## config.mk

```make
export PLATFORM = sky130hd
export DESIGN_NAME = fetch
export DESIGN_NICKNAME = d
export VERILOG_FILES = /design/src/rtl/ecap5_dproc_pkg.sv /design/src/rtl/fetch.sv
export SDC_FILE = /design/constraint.sdc
export NUM_CORES = 1
export LEC_CHECK = 0
export CELL_PAD_IN_SITES_DETAIL_PLACEMENT = 1
export CELL_PAD_IN_SITES_GLOBAL_PLACEMENT = 2
export CORE_ASPECT_RATIO = 0.6
export CORE_UTILIZATION = 31
export CTS_BUF_LIST = sky130_fd_sc_hd__clkbuf_16
export CTS_CLUSTER_DIAMETER = 30
export DETAILED_ROUTE_END_ITERATION = 10
export GPL_ROUTABILITY_DRIVEN = 0
export PLACE_DENSITY_LB_ADDON = 0.2
export SLEW_MARGIN = 10
export SYNTH_ARGS = -nofsm -noshare
export SYNTH_HDL_FRONTEND = slang
export SYNTH_SLANG_ARGS = --single-unit
```

## constraint.sdc

```tcl
create_clock -name clk_i -period 5.4 [get_ports clk_i]
set_input_delay 1.08 -clock clk_i [delete_from_list [all_inputs] [get_ports clk_i]]
set_output_delay 1.08 -clock clk_i [all_outputs]
set_load 0.01 [all_outputs]
```

## src/rtl/ecap5_dproc_pkg.sv

```systemverilog
// Shared ECAP5-DPROC definitions: fixed redirect addresses and fetch stage types.
package ecap5_dproc_pkg;

    localparam logic [31:0] boot_address      = 32'h00000000;
    localparam logic [31:0] interrupt_address = 32'hFF00000A;
    localparam logic [31:0] debug_address     = 32'hFF00000B;

    localparam logic [31:0] NOP_INSTR = 32'h00000013;

    typedef enum logic [1:0] {
        REQUEST,
        WAIT_ACK,
        HOLD
    } fetch_state_t;

    // Word address presented on the bus for a given PC.
    function automatic logic [31:0] word_align(input logic [31:0] a);
        return a & ~32'h3;
    endfunction

endpackage

```

## src/rtl/fetch.sv

```systemverilog
// Instruction fetch stage: single-outstanding pipelined Wishbone reads,
// valid/ready output to decode, and debug/interrupt/branch redirects.
// Optional macro FETCH_MISALIGN_CHECK_EN adds misaligned_o and suppresses
// bus accesses for PCs that are not word aligned.
module fetch
    import ecap5_dproc_pkg::*;
(
    input  logic        clk_i,
    input  logic        rst_i,
    input  logic        irq_i,
    input  logic        drq_i,
    input  logic        branch_i,
    input  logic [31:0] branch_target_i,
    input  logic        output_ready_i,
    output logic        output_valid_o,
    output logic [31:0] instr_o,
    output logic [31:0] pc_o,
    output logic [31:0] wb_adr_o,
    input  logic [31:0] wb_dat_i,
    output logic        wb_we_o,
    output logic [3:0]  wb_sel_o,
    output logic        wb_stb_o,
    output logic        wb_cyc_o,
    input  logic        wb_stall_i,
    input  logic        wb_ack_i
`ifdef FETCH_MISALIGN_CHECK_EN
    ,
    output logic        misaligned_o
`endif
);

    fetch_state_t state_q, state_d;
    logic [31:0]  pc_q, pc_d;
    logic [31:0]  buf_q, buf_d;
    logic [31:0]  instr_q, instr_d;
    logic [31:0]  pc_out_q, pc_out_d;
    logic [31:0]  adr_q, adr_d;
    logic         discard_q, discard_d;
    logic         valid_q, valid_d;
    logic         stb_q, stb_d;
    logic         cyc_q, cyc_d;
`ifdef FETCH_MISALIGN_CHECK_EN
    logic         mis_q, mis_d;
`endif

    logic         redirect, outstanding, slot_free, issue;
    logic [31:0]  target, next_pc, issue_pc;

    // Redirect priority: debug over interrupt over branch.
    always_comb begin
        redirect = drq_i | irq_i | branch_i;
        if (drq_i) begin
            target = debug_address;
        end else if (irq_i) begin
            target = interrupt_address;
        end else begin
            target = branch_target_i;
        end
    end

    // Next-state logic for the fetch FSM and all registered outputs.
    always_comb begin
        state_d   = state_q;
        pc_d      = pc_q;
        buf_d     = buf_q;
        instr_d   = instr_q;
        pc_out_d  = pc_out_q;
        adr_d     = adr_q;
        discard_d = discard_q;
        valid_d   = valid_q;
        stb_d     = stb_q;
        cyc_d     = cyc_q;
`ifdef FETCH_MISALIGN_CHECK_EN
        mis_d     = mis_q;
`endif
        next_pc   = pc_q + 32'd4;
        slot_free = ~valid_q | output_ready_i;
        issue     = 1'b0;
        issue_pc  = pc_q;
        // A request is in flight if it was accepted earlier or is accepted now.
        outstanding = ((state_q == WAIT_ACK) && !wb_ack_i) ||
                      ((state_q == REQUEST) && stb_q && !wb_stall_i);

        if (valid_q && output_ready_i) begin
            valid_d = 1'b0;
        end

        case (state_q)
            REQUEST: begin
                if (stb_q) begin
                    if (!wb_stall_i) begin
                        state_d = WAIT_ACK;
                        stb_d   = 1'b0;
                    end
                end else begin
`ifdef FETCH_MISALIGN_CHECK_EN
                    if (pc_q[1:0] == 2'b00) begin
                        issue = 1'b1;
                    end else if (!mis_q && slot_free) begin
                        valid_d  = 1'b1;
                        instr_d  = NOP_INSTR;
                        pc_out_d = pc_q;
                        mis_d    = 1'b1;
                    end
`else
                    issue = 1'b1;
`endif
                end
            end
            WAIT_ACK: begin
                if (wb_ack_i) begin
                    if (discard_q) begin
                        discard_d = 1'b0;
                        issue     = 1'b1;
                    end else if (slot_free) begin
                        valid_d  = 1'b1;
                        instr_d  = wb_dat_i;
                        pc_out_d = pc_q;
                        pc_d     = next_pc;
                        issue    = 1'b1;
                        issue_pc = next_pc;
                    end else begin
                        buf_d   = wb_dat_i;
                        state_d = HOLD;
                        cyc_d   = 1'b0;
                    end
                end
            end
            HOLD: begin
                if (output_ready_i) begin
                    valid_d  = 1'b1;
                    instr_d  = buf_q;
                    pc_out_d = pc_q;
                    pc_d     = next_pc;
                    issue    = 1'b1;
                    issue_pc = next_pc;
                end
            end
            default: ;
        endcase

        // A redirect overrides whatever the state logic chose; an in-flight
        // request is left to complete and its data is dropped via discard.
        if (redirect) begin
            pc_d    = target;
            valid_d = 1'b0;
`ifdef FETCH_MISALIGN_CHECK_EN
            mis_d   = 1'b0;
`endif
            if (outstanding) begin
                discard_d = 1'b1;
            end else begin
                issue    = 1'b1;
                issue_pc = target;
            end
        end

        if (issue) begin
            state_d = REQUEST;
            adr_d   = word_align(issue_pc);
`ifdef FETCH_MISALIGN_CHECK_EN
            stb_d   = (issue_pc[1:0] == 2'b00);
            mis_d   = 1'b0;
`else
            stb_d   = 1'b1;
`endif
            cyc_d   = stb_d;
        end
    end

    // State and output registers with synchronous reset.
    always_ff @(posedge clk_i) begin
        if (rst_i) begin
            state_q   <= REQUEST;
            pc_q      <= boot_address;
            buf_q     <= '0;
            instr_q   <= '0;
            pc_out_q  <= '0;
            adr_q     <= '0;
            discard_q <= 1'b0;
            valid_q   <= 1'b0;
            stb_q     <= 1'b0;
            cyc_q     <= 1'b0;
`ifdef FETCH_MISALIGN_CHECK_EN
            mis_q     <= 1'b0;
`endif
        end else begin
            state_q   <= state_d;
            pc_q      <= pc_d;
            buf_q     <= buf_d;
            instr_q   <= instr_d;
            pc_out_q  <= pc_out_d;
            adr_q     <= adr_d;
            discard_q <= discard_d;
            valid_q   <= valid_d;
            stb_q     <= stb_d;
            cyc_q     <= cyc_d;
`ifdef FETCH_MISALIGN_CHECK_EN
            mis_q     <= mis_d;
`endif
        end
    end

    assign output_valid_o = valid_q;
    assign instr_o        = instr_q;
    assign pc_o           = pc_out_q;
    assign wb_adr_o       = adr_q;
    assign wb_stb_o       = stb_q;
    assign wb_cyc_o       = cyc_q;
    assign wb_we_o        = 1'b0;
    assign wb_sel_o       = 4'hF;
`ifdef FETCH_MISALIGN_CHECK_EN
    assign misaligned_o   = mis_q;
`endif

endmodule

```

==> metrics.log, run 1 <==
INFO  metric run_status = completed
INFO  metric start_util = approximately a third
INFO  metric io_pins = ~180
INFO  metric syn_area = 7700 um^2
INFO  metric final_clock_skew = 0.0118 ns
INFO  metric synth_warnings = 0
INFO  metric final-setup-viol-count = 0
INFO  metric yosys_register_bits = approximately 160
INFO  metric worst_hold_slack = 0.451 ns
INFO  metric use_met2 = around 29%
INFO  metric detail-route-antenna-nets = 0
INFO  metric synth_ff_type = sky130_fd_sc_hd__dfxtp_1
INFO  metric finalNetCount = between 1,000 and 1,500
INFO  metric clkSinkCount = 164
INFO  metric final_cell_count_no_fill = 1,416
INFO  metric power_per_cell_area = about 280 nW/um^2
INFO  metric power_leakage = ~3.4 nW
INFO  metric syn_avg_cell_area = a little over 8 um^2
INFO  metric layout.filler_cells = between 2,000 and 3,000
INFO  metric detailroute.via_count = around 7,600
INFO  metric final-max-slew-violation-count = 0
INFO  metric synth-async-reset-ratio = 0%
INFO  metric ys_seq_area_share = between 40 and 50%
INFO  metric cts_setup_buffers = 0
INFO  metric rsz0062_at_grt = no
INFO  metric clk_pin_slew = roughly 0.07 ns
INFO  metric cts_resized = 0
INFO  metric post-route-period-util = between 60% and 70%
INFO  metric critPathArrivalTime = a little over 4 ns
INFO  metric worst_hold_check_path_type = reg2reg
INFO  metric drcViolationCount = 0
INFO  metric max_freq = between 200 and 300 MHz
INFO  metric min_cycle_time_layout = ~3.8 ns
INFO  metric worstSkewPairLatency = ~0.43 ns
INFO  metric cts-root-buf = sky130_fd_sc_hd__clkbuf_16
INFO  metric antenna_cells = 0
INFO  metric post_route_cells_drive_above_1_share = under 10%
INFO  metric hpwl = 21.1 mm
INFO  metric type_of_the_worst_setup_path = in2reg
INFO  metric timing.final.hold_violations = 0
INFO  metric syn_to_final_growth = 32.5%
INFO  metric hold_buffers = 0
INFO  metric timing.max_slew.rel_slack = around a third
INFO  metric wl_per_cell = slightly above 20 um
INFO  metric ys_types = 68
INFO  metric maximum_number_of_pins_on_one_net_before_global_route_repair = 69
INFO  metric number_of_enable_flip_flop_cells_after_synthesis = 0
INFO  metric core.rowCount = 44
INFO  metric grt_antenna_before_repair = 0
INFO  metric tritoncts_clock_tree = built
INFO  metric maximum_level_of_the_cts_h_tree = 4
INFO  metric final_common_cell = sky130_fd_sc_hd__nand2_1
INFO  metric global_route.usage.met3 = 6.31%
INFO  metric maxCapViolCount = 0
INFO  metric routed_wl = about 29 mm
INFO  metric max-vdd-ir-drop = around 0.21 mV
INFO  metric core_region_area = between 20,000 and 25,000 um^2
INFO  metric grt_pass1_wl = 44.7 mm
INFO  metric critical_path_required = 5.73 ns
INFO  metric cts_buffers = 17
INFO  metric globalRouteOverflowTotal = 0
INFO  metric global_route.usage.met1 = around two fifths
INFO  metric port_buffers = approximately 170
INFO  metric dr.pass1.iters = 5
INFO  metric layout.core_utilization = 42.0%
INFO  metric netlist_instances = 955
INFO  metric layout.cells.most_common_list = sky130_fd_sc_hd__nand2_1, sky130_fd_sc_hd__clkdlybuf4s50_1, sky130_fd_sc_hd__dfxtp_1
INFO  metric first_global_vias = between 7,000 and 8,000
INFO  metric end_kind = register
INFO  metric groute.usage.overall = 23.5%
INFO  metric worstSetupStartpointType = input pin
INFO  metric clk_path_buf_depth = 2
INFO  metric crit_fanout = 15
INFO  metric global_route.peak_usage_layer = met1
INFO  metric route.detailed.vias_per_inst = 5.36
INFO  metric detailedRoute.firstIterationViolations = 492
INFO  metric die_area = 25,500 um^2
INFO  metric tns = 0 ns
INFO  metric dieWidth = around 200 um
INFO  metric dp_cells = between 1,000 and 1,500
INFO  metric max_slew.worst_pin.slew = around 1.0 ns
INFO  metric dieHeight = 124 um
[synth_stat cells, drive strengths merged (4+ instances only)]
| library cell | count | area share (%) |
|---|---|---|
| a211oi | 44 | 4.3 |
| a21o | 5 | 0.49 |
| a21oi | 99 | 6.4 |
| a221oi | 13 | 1.9 |
| a22o | 5 | 0.57 |
| a22oi | 19 | 1.9 |
| a31oi | 13 | 1.1 |
| and2 | 7 | 0.57 |
| and3 | 11 | 0.93 |
| and4 | 5 | 0.58 |
| buf | 32 | 2.5 |
| clkbuf | 49 | 2.4 |
| dfxtp | 164 | 43 |
| ha | 5 | 0.81 |
| inv | 10 | 0.49 |
| mux2i | 37 | 4.8 |
| nand2 | 177 | 8.7 |
| nand2b | 4 | 0.32 |
| nand3 | 16 | 1.1 |
| nand4 | 11 | 1.1 |
| nor2 | 79 | 3.9 |
| nor2b | 6 | 0.49 |
| nor3 | 14 | 1.1 |
| nor4 | 8 | 1.1 |
| o21a | 4 | 0.39 |
| o21ai | 70 | 4.5 |
| o31a | 4 | 0.47 |
| o31ai | 4 | 0.39 |
[cell type report]
class | count | area, um^2 | share of cell area (%)
flip-flops and latches | 164 | 3280 | 32.2
multi-input cells | 703 | 4040 | 39.6
repair buffers | 186 | 1810 | 17.8
clock buffers | 17 | 425 | 4.17
well taps | 322 | 403 | 3.95
clock inverters | 12 | 189 | 1.85
inverters | 12 | 45.0 | 0.442
[worst max-delay path: stages]
cell and delay [ns]:
sky130_fd_sc_hd__clkdlybuf4s50_1 0.60, sky130_fd_sc_hd__nor3_4 0.07, sky130_fd_sc_hd__buf_4 0.19, sky130_fd_sc_hd__a221oi_4 0.40, sky130_fd_sc_hd__a21oi_1 0.08, sky130_fd_sc_hd__buf_4 0.20, sky130_fd_sc_hd__nor2_1 0.49, sky130_fd_sc_hd__nand2_1 0.58
sky130_fd_sc_hd__o31ai_1 0.39
[per-layer routing]
| layer | vias up | part of all wire [%] |
|---|---|---|
| li1 | 3661 | - |
| met1 | 3667 | 55 |
| met2 | 245 | 37 |
| met3 | 15 | 7.9 |
| met4 | 0 | 0.76 |
| met5 | - | 0 |
[final timing paths]
kind | start | to | slack (ns) | cells past startpoint
max | drq_i | wb_adr_o[17]$_SDFFE_PP0P_ | 1.63 | 9
min | pc_o[31]$_SDFFE_PP0P_ | pc_o[31]$_SDFFE_PP0P_ | 0.45 | 2
max reg2reg | state_q[1]$_SDFFE_PP0P_ | wb_adr_o[17]$_SDFFE_PP0P_ | 2.00 | 9
min reg2reg | pc_o[31]$_SDFFE_PP0P_ | pc_o[31]$_SDFFE_PP0P_ | 0.45 | 2
[cells by family after synthesis]
group	Yosys count	synth area share, %
compound gates	300	24.7
buf+inv	93	5.48
mux	39	5.10
flops	164	42.6
xor+xnor	2	0.228
fa+ha+maj	5	0.812
other cells	2	0.0975
simple gates	350	20.9
[per-stage QoR]
stage	cell area [um^2]	setup slack (ns)	power [mW]
floorplan	7720	2.72	1.41
global placement	9590	1.38	1.57
detailed placement	9590	1.22	1.57
CTS	10200	1.63	2.89
global route	10200	1.36	2.98
finish	10200	1.63	2.86
[registers in the layout, summed over array words and instances (netlist names)]
register	cells
buf_q	32
discard_q	1
instr_o	32
output_valid_o	1
pc_o	32
pc_q	32
state_q	2
wb_adr_o	30
wb_cyc_o	1
wb_stb_o	1
[report_power, final]
group	switching [mW]	internal (mW)
Sequential	0.0376	1.24
Clock	0.504	0.808
Combinational	0.144	0.125
Power figures use the tool's default switching activity.
==> run 2, diff against run 1 <==
--- a/config.mk
+++ b/config.mk
@@ -8,7 +8,7 @@
 export CELL_PAD_IN_SITES_DETAIL_PLACEMENT = 1
 export CELL_PAD_IN_SITES_GLOBAL_PLACEMENT = 2
 export CORE_ASPECT_RATIO = 0.6
-export CORE_UTILIZATION = 31
+export CORE_UTILIZATION = 29
 export CTS_BUF_LIST = sky130_fd_sc_hd__clkbuf_16
 export CTS_CLUSTER_DIAMETER = 30
 export DETAILED_ROUTE_END_ITERATION = 10
==> constraint.sdc (replaced) <==
create_clock -name clk_i -period 3.7 [get_ports clk_i]
set_input_delay 0.74 -clock clk_i [delete_from_list [all_inputs] [get_ports clk_i]]
set_output_delay 0.74 -clock clk_i [all_outputs]
set_load 0.01 [all_outputs]
==> metrics.log, run 2 (same netlist as run 1, synthesis figures left out) <==
INFO  metric place_ws = approximately 0.17 ns
INFO  metric grt_pass1_wl = 45.6 mm
INFO  metric dr.pass1.iters = 6
INFO  metric io_pins = approximately 180
INFO  metric drcViolationCount = 0
INFO  metric final-setup-viol-count = 0
INFO  metric global_route.usage.met3 = about 5%
INFO  metric cts_buffers = 17
INFO  metric rsz0062_at_grt = no
INFO  metric max_freq = roughly 320 MHz
INFO  metric maximum_level_of_the_cts_h_tree = 4
INFO  metric finalNetCount = 1,172
INFO  metric detail-route-antenna-nets = 0
INFO  metric r2r-start = state_q[1]$_SDFFE_PP0P_
INFO  metric groute.usage.overall = around 22%
INFO  metric first_global_vias = 7,431
INFO  metric rr_worst_depth = 9
INFO  metric worst_hold_check_path_type = reg2reg
INFO  metric post-route-period-util = 83.4%
INFO  metric final_common_cell = sky130_fd_sc_hd__nand2_1
INFO  metric layout.cells.most_common_list = sky130_fd_sc_hd__nand2_1, sky130_fd_sc_hd__clkdlybuf4s50_1, sky130_fd_sc_hd__dfxtp_1
INFO  metric global_route.usage.met1 = around 36%
INFO  metric tritoncts_clock_tree = built
INFO  metric max_slew.worst_pin.slew = slightly above 0.9 ns
INFO  metric wl_per_cell = about 20 um
INFO  metric dp_cells = about 1,400
INFO  metric detailedRoute.firstIterationViolations = about 450
INFO  metric post_route_cells_drive_above_1_share = 7.69%
INFO  metric die_area = 27,200 um^2
INFO  metric cts_setup_buffers = 0
INFO  metric crit_fanout = 15
INFO  metric final_clock_skew = 0.0125 ns
INFO  metric port_buffers = about 170
INFO  metric holdPathEnd = buf_q[4]$_SDFFE_PP0P_
INFO  metric hold_buffers = 0
INFO  metric hpwl = around 22 mm
INFO  metric maximum_number_of_pins_on_one_net_before_global_route_repair = just under 60
INFO  metric grt_antenna_before_repair = 0
INFO  metric critPathArrivalTime = around 3.5 ns
INFO  metric start_util = about 30%
INFO  metric clk_path_buf_depth = 2
INFO  metric whs_path_depth = 2
INFO  metric global_route.peak_usage_layer = met1
INFO  metric worstSetupStartpointType = input pin
INFO  metric end_kind = register
INFO  metric core_region_area = about 26,000 um^2
INFO  metric power_leakage = roughly 3.4 nW
INFO  metric final-max-slew-violation-count = 0
INFO  metric crit_path_cells = clkdlybuf4s50_1 -> nand2_1 -> o221ai_1 -> a21oi_1 -> buf_4 -> nor2_1 -> nand2_1 -> o31ai_1
INFO  metric route.detailed.vias_per_inst = ~5.3
INFO  metric dieHeight = about 130 um
INFO  metric globalRouteOverflowTotal = 0
INFO  metric power_per_cell_area = slightly below 400 nW/um^2
INFO  metric critical_path_required = slightly above 4 ns
INFO  metric min_cycle_time_layout = a little over 3 ns
INFO  metric use_met2 = ~28%
INFO  metric cts_resized = 0
INFO  metric timing.max_slew.rel_slack = 37.3%
INFO  metric critPathMostFrequentCell = sky130_fd_sc_hd__nand2_1
INFO  metric syn_to_final_growth = 33.7%
INFO  metric core.rowCount = 45
INFO  metric tns = 0 ns
INFO  metric maxCapViolCount = 0
INFO  metric min_delay_src = buf_q[4]$_SDFFE_PP0P_
INFO  metric routed_wl = just under 30 mm
INFO  metric dieWidth = between 200 and 250 um
INFO  metric timing.final.hold_violations = 0
INFO  metric setup_ws = roughly 0.61 ns
INFO  metric run_status = completed
INFO  metric clkSinkCount = around 160
INFO  metric type_of_the_worst_setup_path = in2reg
INFO  metric regToRegSetupSlack = between 0.7 and 0.8 ns
INFO  metric final_cell_count_no_fill = 1,458
INFO  metric cts-root-buf = sky130_fd_sc_hd__clkbuf_16
INFO  metric antenna_cells = 0
INFO  metric cpMaxStageDelayCell = sky130_fd_sc_hd__clkdlybuf4s50_1
INFO  metric clk_pin_slew = 0.07 ns
INFO  metric max-vdd-ir-drop = between 0.2 and 0.3 mV
INFO  metric cp_slowest_stage_delay = around 0.7 ns
INFO  metric worstSkewPairLatency = about 0.45 ns
INFO  metric detailroute.via_count = about 7,700
INFO  metric rr_endpoint = wb_adr_o[17]$_SDFFE_PP0P_
==> run 2: how the worst max path moves through the flow <==
| stage | from | end | slack (ns) |
|---|---|---|---|
| 3_5_place_dp | output_ready_i | wb_adr_o[17]$_SDFFE_PP0P_ | 0.17 |
| 3_3_place_gp | output_ready_i | wb_adr_o[17]$_SDFFE_PP0P_ | 0.40 |
| 2_1_floorplan | branch_i | wb_adr_o[11]$_SDFFE_PP0P_ | 1.36 |
| 4_1_cts | output_ready_i | wb_adr_o[17]$_SDFFE_PP0P_ | 0.64 |
| 6_report | output_ready_i | wb_adr_o[17]$_SDFFE_PP0P_ | 0.61 |
| 5_1_grt | output_ready_i | wb_adr_o[17]$_SDFFE_PP0P_ | 0.33 |
==> run 2: worst max-delay path, delay by kind of cell <==
family / cells / cell delay [ns]
buf+inv: 2 / 0.92
compound gates: 3 / 0.65
simple gates: 3 / 1.14
==> run 2: through the flow <==
stage / instance area, um^2 / hold WS [ns] / utilization, % / total power [mW]
6_report: 10300 / 0.455 / 40.1 / 3.99
5_1_grt: 10300 / 0.480 / 40.1 / 4.14
4_1_cts: 10300 / 0.458 / 40.1 / 4.04
3_5_place_dp: 9750 / 0.449 / 38.0 / 2.30
3_3_place_gp: 9750 / 0.441 / 38.0 / 2.30
2_1_floorplan: 7720 / 0.431 / - / 2.06
==> run 2: cell type report <==
cell class                 instances  area [um^2]
tap                              352          440
clock buffer                      17          425
clock inverter                    13          120
inverter                          12         45.0
timing repair buffer             197         1950
sequential                       164         3280
multi-input combinational        703         4030
fill                            3048        15400
==> run 2: report_power, final <==
group	internal [mW]	leakage, nW	switching, mW
registers	1.81	1.33	0.0529
clock network	0.970	0.270	0.751
logic	0.189	1.82	0.216
==> run 2: routing by layer <==
metal | vias to the layer above | share of wire [%] | wire, um
met4 | 0 | 0.91 | 269
met1 | 3747 | 56 | 16500
met2 | 214 | 37 | 11100
li1 | 3681 | - | -
met3 | 20 | 6.0 | 1770
met5 | - | 0 | 0
==> run 3, diff against run 2 <==
==> constraint.sdc (replaced) <==
create_clock -name clk_i -period 2.87 [get_ports clk_i]
set_input_delay 0.574 -clock clk_i [delete_from_list [all_inputs] [get_ports clk_i]]
set_output_delay 0.574 -clock clk_i [all_outputs]
set_load 0.01 [all_outputs]
==> metrics.log, run 3 (same netlist as run 1, synthesis figures left out) <==
INFO  metric run_status = completed
INFO  metric route.detailed.vias_per_inst = just over 5
INFO  metric hpwl = 21.9 mm
INFO  metric groute.usage.overall = 22.6%
INFO  metric port_buffers = between 150 and 200
INFO  metric rr_endpoint = wb_adr_o[24]$_SDFFE_PP0P_
INFO  metric worstSetupStartpointType = register
INFO  metric setup.worst_path.start = state_q[0]$_SDFFE_PP0P_
INFO  metric type_of_the_worst_setup_path = reg2reg
INFO  metric globalRouteOverflowTotal = 0
INFO  metric grt_antenna_before_repair = 0
INFO  metric maximum_number_of_pins_on_one_net_before_global_route_repair = between 80 and 90
INFO  metric final_clock_skew = between 0.007 and 0.008 ns
INFO  metric clk_path_buf_depth = 2
INFO  metric hold_buffers = 0
INFO  metric detailroute.via_count = 7,691
INFO  metric crit_fanout = 10
INFO  metric power_leakage = 3.56 nW
INFO  metric r2r-start = state_q[0]$_SDFFE_PP0P_
INFO  metric post_route_cells_drive_above_1_share = roughly a tenth
INFO  metric wl_per_cell = 20.2 um
INFO  metric worst_hold_check_path_type = reg2reg
INFO  metric final_common_cell = sky130_fd_sc_hd__nand2_1
INFO  metric min_delay_src = pc_o[20]$_SDFFE_PP0P_
INFO  metric timing.final.hold_violations = 0
INFO  metric dr.pass1.iters = 5
INFO  metric tns = 0 ns
INFO  metric io_pins = 176
INFO  metric max_slew.worst_pin.slew = between 0.6 and 0.7 ns
INFO  metric layout.core_utilization = just over 40%
INFO  metric clk_pin_slew = ~0.070 ns
INFO  metric end_kind = register
INFO  metric rr_worst_depth = 8
INFO  metric final-setup-viol-count = 0
INFO  metric min_cycle_time_layout = around 2.5 ns
INFO  metric first_global_vias = around 7,500
INFO  metric maximum_level_of_the_cts_h_tree = 4
INFO  metric start_util = 30.0%
INFO  metric detailedRoute.firstIterationViolations = 546
INFO  metric cpMaxStageDelayCell = sky130_fd_sc_hd__a211o_1
INFO  metric whs_path_depth = 2
INFO  metric timing.max_slew.rel_slack = a little over half
INFO  metric cts-root-buf = sky130_fd_sc_hd__clkbuf_16
INFO  metric cts_resized = 0
INFO  metric detail-route-antenna-nets = 0
INFO  metric drcViolationCount = 0
INFO  metric regToRegSetupSlack = roughly 0.33 ns
INFO  metric worstSkewPairLatency = approximately 0.45 ns
INFO  metric max_freq = between 300 and 400 MHz
INFO  metric core.rowCount = 45
INFO  metric post-route-period-util = 88.7%
INFO  metric clkSinkCount = 164
INFO  metric final-max-slew-violation-count = 0
INFO  metric crit_path_cells = inv_1 -> ha_1 -> clkinv_1 -> a211o_1 -> nor4_1 -> o22ai_1 -> or3_1 -> a31oi_1
INFO  metric rsz0062_at_grt = no
INFO  metric antenna_cells = 0
INFO  metric cts_buffers = 17
INFO  metric tritoncts_clock_tree = built
INFO  metric finalNetCount = about 1,200
INFO  metric routed_wl = about 30 mm
INFO  metric maxCapViolCount = 0
INFO  metric die_area = around 27,000 um^2
INFO  metric power_per_cell_area = between 500 and 600 nW/um^2
INFO  metric core_region_area = ~26,000 um^2
INFO  metric max-vdd-ir-drop = ~0.36 mV
INFO  metric cp_slowest_stage_delay = approximately 0.46 ns
INFO  metric layout.cells.most_common_list = sky130_fd_sc_hd__nand2_1, sky130_fd_sc_hd__clkdlybuf4s50_1, sky130_fd_sc_hd__dfxtp_1
INFO  metric critical_path_required = roughly 3.3 ns
INFO  metric grt_pass1_wl = approximately 46 mm
INFO  metric critPathArrivalTime = 2.92 ns
INFO  metric dieWidth = ~210 um
INFO  metric cts_setup_buffers = 0
INFO  metric dieHeight = between 100 and 150 um
INFO  metric holdPathEnd = pc_o[20]$_SDFFE_PP0P_
INFO  metric syn_to_final_growth = 36.8%
-- run 3: cell type report --
class                           instances  area (um^2)
Clock buffer                           17          425
Clock inverter                         15          180
Fill cell                            3088        15100
Inverter                               12         45.0
Multi-Input combinational cell        703         4030
Sequential cell                       164         3280
Tap cell                              352          440
Timing Repair Buffer                  219         2120
-- run 3: per-stage QoR --
stage               std cells  area (um^2)  worst slack [ns]  power [mW]  hold WS [ns]
floorplan                 960         7720             0.652        2.66         0.431
global placement         1450         9920            0.0443        2.98         0.443
detailed placement       1450         9920            0.0291        2.98         0.448
CTS                      1482        10500             0.297        5.43         0.458
global route             1482        10500             0.115        5.59         0.469
finish                   1482        10500             0.326        5.38         0.455
-- run 3: worst max-delay path: cells and delay by family, from the launching register on --
family | cells | cell delay [ns]
buf+inv | 2 | 0.36
flops | 1 | 0.38
compound gates | 3 | 0.77
fa+ha+maj | 1 | 0.31
simple gates | 2 | 0.65
-- run 3: worst max-delay path by stage --
stage                                            to  slack [ns]
after detailed placement        pc_q[18]$_SDFF_PP0_        0.03
after global placement    wb_adr_o[24]$_SDFFE_PP0P_        0.04
after CTS                 wb_adr_o[24]$_SDFFE_PP0P_        0.30
final                     wb_adr_o[24]$_SDFFE_PP0P_        0.33
after floorplan           wb_adr_o[24]$_SDFFE_PP0P_        0.65
after global routing      wb_adr_o[24]$_SDFFE_PP0P_        0.12
-- run 3: power by group --
part	total, mW	internal, mW	switching, mW	leakage, nW
registers	2.39	2.33	0.0610	1.33
clock network	2.44	1.38	1.06	0.297
logic	0.545	0.258	0.288	1.93
total	5.38	3.97	1.41	3.56
-- run 3: layer usage --
layer,vias to the layer above,wire length [um],global-route usage (%)
met2,218,11100,28.4
met1,3726,16700,36.6
met4,0,264,4.82
met3,21,1970,6.05
met5,-,0,0
li1,3726,-,-
